[src/rtl/exu_cal_arb.sv]
// exu_cal_arb: two-requester arbiter and one-entry response buffer placed in
// front of the shared exu_cal unit. Requester 0 is the EX pipeline and
// requester 1 is a secondary client. The arbiter grants the cal unit to one
// requester per cycle, captures the combinational cal result one cycle later,
// and returns it to the granted requester on a val/rdy response channel.
module exu_cal_arb #(
  parameter int OPB_W      = 72,
  parameter int PRIO_MODE  = 0,
  parameter int STARVE_LIM = 8
) (
  input  logic             clk,
  input  logic             rst_n,
  input  logic             hs_r04arb_val,
  output logic             hs_arb4r0_rdy,
  input  logic [OPB_W-1:0] r0_opb,
  input  logic             hs_r14arb_val,
  output logic             hs_arb4r1_rdy,
  input  logic [OPB_W-1:0] r1_opb,
  output logic             hs_arb4cal_val,
  input  logic             hs_cal4arb_rdy,
  output logic [OPB_W-1:0] o_opb,
  input  logic [31:0]      cal_res,
  output logic             hs_arb4r0_rsp_val,
  input  logic             hs_r04arb_rsp_rdy,
  output logic             hs_arb4r1_rsp_val,
  input  logic             hs_r14arb_rsp_rdy,
  output logic [31:0]      rsp_data
);

  localparam logic [7:0] LIM = 8'(STARVE_LIM);

  logic [31:0] r_rspData;
  logic        r_rspVld;
  logic        r_rspId;
  logic        r_lastGnt;
  logic [7:0]  r_starveCnt;

  logic w_drain;
  logic w_canIssue;
  logic w_gnt;
  logic w_fire;

  // The buffer frees up this cycle when its owner takes the response, which
  // lets a new operation issue back-to-back without a bubble.
  assign w_drain    = r_rspVld & (r_rspId ? hs_r14arb_rsp_rdy : hs_r04arb_rsp_rdy);
  assign w_canIssue = (~r_rspVld | w_drain) & hs_cal4arb_rdy;

  // Pick the winner: a lone requester always wins; on a tie use round-robin
  // or fixed priority, where a starved requester 1 is forced through once.
  always_comb begin
    w_gnt = 1'b0;
    if (hs_r04arb_val && hs_r14arb_val) begin
      if (PRIO_MODE == 0) begin
        w_gnt = ~r_lastGnt;
      end else begin
        w_gnt = (r_starveCnt == LIM);
      end
    end else if (hs_r14arb_val) begin
      w_gnt = 1'b1;
    end
  end

  assign hs_arb4cal_val = (hs_r04arb_val | hs_r14arb_val) & w_canIssue;
  assign w_fire         = hs_arb4cal_val & hs_cal4arb_rdy;
  assign hs_arb4r0_rdy  = ~w_gnt & w_canIssue & hs_r04arb_val;
  assign hs_arb4r1_rdy  = w_gnt & w_canIssue & hs_r14arb_val;

  // Only present an operation to the cal unit while it is actually issuing,
  // so an idle or stalled arbiter shows a clean all-zero bundle.
  always_comb begin
    o_opb = '0;
    if (hs_arb4cal_val) begin
      o_opb = w_gnt ? r1_opb : r0_opb;
    end
  end

  assign hs_arb4r0_rsp_val = r_rspVld & ~r_rspId;
  assign hs_arb4r1_rsp_val = r_rspVld & r_rspId;
  assign rsp_data          = r_rspData;

  // Response buffer: a fire overwrites it (even while it drains), a drain
  // alone only clears the valid bit so the data stays visible.
  always_ff @(posedge clk) begin
    if (!rst_n) begin
      r_rspData <= '0;
      r_rspVld  <= 1'b0;
      r_rspId   <= 1'b0;
      r_lastGnt <= 1'b1;
    end else if (w_fire) begin
      r_rspData <= cal_res;
      r_rspVld  <= 1'b1;
      r_rspId   <= w_gnt;
      r_lastGnt <= w_gnt;
    end else if (w_drain) begin
      r_rspVld  <= 1'b0;
    end
  end

  // Starvation counter for requester 1 in fixed-priority mode; stalled
  // cycles are not counted because nobody could have been served then.
  always_ff @(posedge clk) begin
    if (!rst_n) begin
      r_starveCnt <= '0;
    end else if (PRIO_MODE == 0) begin
      r_starveCnt <= '0;
    end else if (!hs_r14arb_val || (w_fire && w_gnt)) begin
      r_starveCnt <= '0;
    end else if (w_canIssue && (r_starveCnt != LIM)) begin
      r_starveCnt <= r_starveCnt + 8'd1;
    end
  end

endmodule

[config.mk]
export PLATFORM = sky130hd
export DESIGN_NAME = exu_cal_arb
export DESIGN_NICKNAME = d
export VERILOG_FILES = /design/src/rtl/exu_cal_arb.sv
export SDC_FILE = /design/constraint.sdc
export NUM_CORES = 1
export LEC_CHECK = 0
export CORE_AREA = 8 8 108 110
export DETAILED_ROUTE_END_ITERATION = 8
export DIE_AREA = 0 0 116 118
export PLACE_DENSITY = 0.86
export SYNTH_ARGS = -nofsm -noshare
export SYNTH_HDL_FRONTEND = slang
export SYNTH_SLANG_ARGS = --single-unit
[constraint.sdc]
create_clock -name clk -period 3 [get_ports clk]
set_input_delay 0.45 -clock clk [delete_from_list [all_inputs] [get_ports clk]]
set_output_delay 0.45 -clock clk [all_outputs]
set_load 0.02 [all_outputs]
==> impl_metrics.tcl <==
set metrics [dict create \
    status "finished, final reports clean" \
    grt_use_total_pct 19.9 \
    synthAdderAreaFrac_pct 0 \
    finalSetupViolations 0 \
    cts.htree.levels 2 \
    synthSimpleGateAreaFrac_pct 33.0 \
    clkSlewWorstSetupHoldPaths_ns 0.07 \
    antenna_found_initial 2 \
    skew_ns 0.00222 \
    worstSetupStartpointType "input port" \
    instances_no_fill 821 \
    port_buffers 291 \
    syn-cell-area_sq_um 2480 \
    fin_nets 866 \
    clkSinkCount 35 \
    period_share_pct 97.2 \
    crit_fanout 28 \
    hold_viol 0 \
    wl_per_cell_um 17.8 \
    remaining_drc_errors 0 \
    seq_area_frac_synth_pct 28.3 \
    hpwl_mm 12.4 \
    dr_total_vias 3793 \
    cp-end-kind "output port" \
    synth_cell_types 21 \
    clk_latency_ns 0.28 \
    arrival_ns 2.47 \
    clk_path_buf_depth 2 \
    drv_cap 0 \
    crit_type "in -> out" \
    dpl_cell_area_sq_um 5580 \
    hold_path_class "reg -> reg" \
    synth_top_family_by_area "simple AND/OR/NAND/NOR gates" \
    initial_core_util_pct 24.8 \
    finalMaxSlewViolations 0 \
    worst_slew_pin_slew_ns 0.543 \
    syn_area_per_cell_sq_um 6.16 \
    synth-seq-cells 35 \
    ant_nets 0 \
    synthMuxAreaShare_pct 13.5 \
    cts_tree "built" \
    gp_congestion 0.864 \
    via_per_inst 4.62 \
    rows 37 \
    synth_xor_area_share_pct 0 \
    synth_compound_area_share_pct 17.3 \
    ioPinCount 292 \
    power_w 0.00169 \
    fmax_mhz 343 \
    dieArea_sq_um 13700 \
    synth.yosys.warnings 0 \
    maxSlewHeadroom_pct 63.8 \
    grt_start_max_net_pins 68 \
    cts_buffers 5 \
    core_region_area_sq_um 10000 \
    drtPass1Iterations 5 \
    syn-num-nets 585 \
    required_ns 2.55 \
    most-common-layout-cells "279 x clkdlybuf4s50_1, 212 x nand2_1, 74 x a21oi_1" \
    grt_pass1_wl_mm 21.6 \
    power_density_nw_per_um2 297 \
    grt_pass1_vias 3977 \
    hold_buffers 0 \
    leakagePower_nw 2.42 \
    wirelength_mm 14.6 \
    die_width_um 116 \
    overflow 0 \
    design_area_sq_um 5690 \
    layout_commonest_cell "clkdlybuf4s50_1" \
    clock-root-buffer "clkbuf_8" \
    drt_iter0_drc 241 \
    die_h_um 118 \
    placed_cells 812 \
    period_needed_ns 2.92 \
    synthCells 402 \
    whs_ns 0.457 \
    vdd_drop_max_uv 301 \
    drive_above_1_share_pct 4.68 \
    area_growth_pct 130 \
]
state kept, by name (all words and copies together) (netlist names):
| signal | count |
|---|---|
| rsp_data | 32 |
| r_lastGnt | 1 |
| r_rspId | 1 |
| r_rspVld | 1 |
cell usage after synthesis:
cell type	instances	area share [%]
dfxtp_1	35	28
and2_1	2	0.50
buf_6	1	0.45
o221ai_1	1	0.35
clkbuf_1	20	3.0
nor2_1	1	0.15
buf_1	1	0.15
o21ai_0	1	0.20
nand2_1	212	32
inv_6	1	0.35
nor2b_1	1	0.25
inv_1	2	0.30
mux2i_2	1	0.56
o32ai_1	1	0.35
mux2i_1	32	13
a21o_1	1	0.30
buf_8	3	1.8
a21boi_0	1	0.30
buf_2	9	1.8
a21bo_2	2	0.81
a21oi_1	74	15
cells by family after synthesis:
family | count (synthesis)
compound gates | 81
flops | 35
simple gates | 216
buf+inv | 37
mux | 33
path summary, 6_finish.rpt:
kind / startpoint / end / slack, ns / depth (start not counted)
hold / removal: rsp_data[11] / rsp_data[11] / 0.46 / 2
setup / recovery: hs_r04arb_val / o_opb[0] / 0.08 / 6
setup reg to reg: r_rspId / rsp_data[3] / 0.98 / 6
hold reg to reg: rsp_data[11] / rsp_data[11] / 0.46 / 2
per-stage QoR:
stage               util, %  setup TNS (ns)  setup WS, ns
finish                 56.9               0        0.0835
global route           56.9         -0.0573       -0.0573
CTS                    56.6               0        0.0539
detailed placement     55.8               0        0.0604
global placement       55.8               0         0.100
floorplan                 -               0          1.02
per-layer routing:
metal	up-vias	global-route usage (%)	routed length [um]
met2	177	35.7	7310
met5	-	0	13
met4	2	8.27	444
li1	1858	-	-
met1	1724	19.4	5150
met3	32	8.36	1700
layout make-up:
class / count / area (sq um)
Antenna cell: 1 / 2.50
Clock buffer: 6 / 72.6
Clock inverter: 2 / 12.5
Fill cell: 907 / 4310
Inverter: 3 / 16.3
Multi-Input combinational cell: 330 / 1590
Sequential cell: 35 / 701
Tap cell: 136 / 170
Timing Repair Buffer: 308 / 3120
critical path, cell delays in order:
cell and delay (ns):
clkdlybuf4s50_1 0.57, o21ai_0 0.16, a21o_2 0.29, buf_12 0.18
a21oi_1 0.15, clkdlybuf4s50_1 0.65
power by group:
group          internal [W]  leakage (nW)  switching, W
combinational      0.000466          2.09      0.000374
sequential         0.000496         0.288     0.0000193
clock              0.000162        0.0412      0.000171
total               0.00112          2.42      0.000565
what timing repair did:
action | CTS | global route
setup buffers | 0 | 0
endpoints found under the hold margin | 0 | 0
setup endpoints to repair | 0 | 10
resized for setup | 0 | 10
Note: power is estimated with default switching activity, not from simulation.
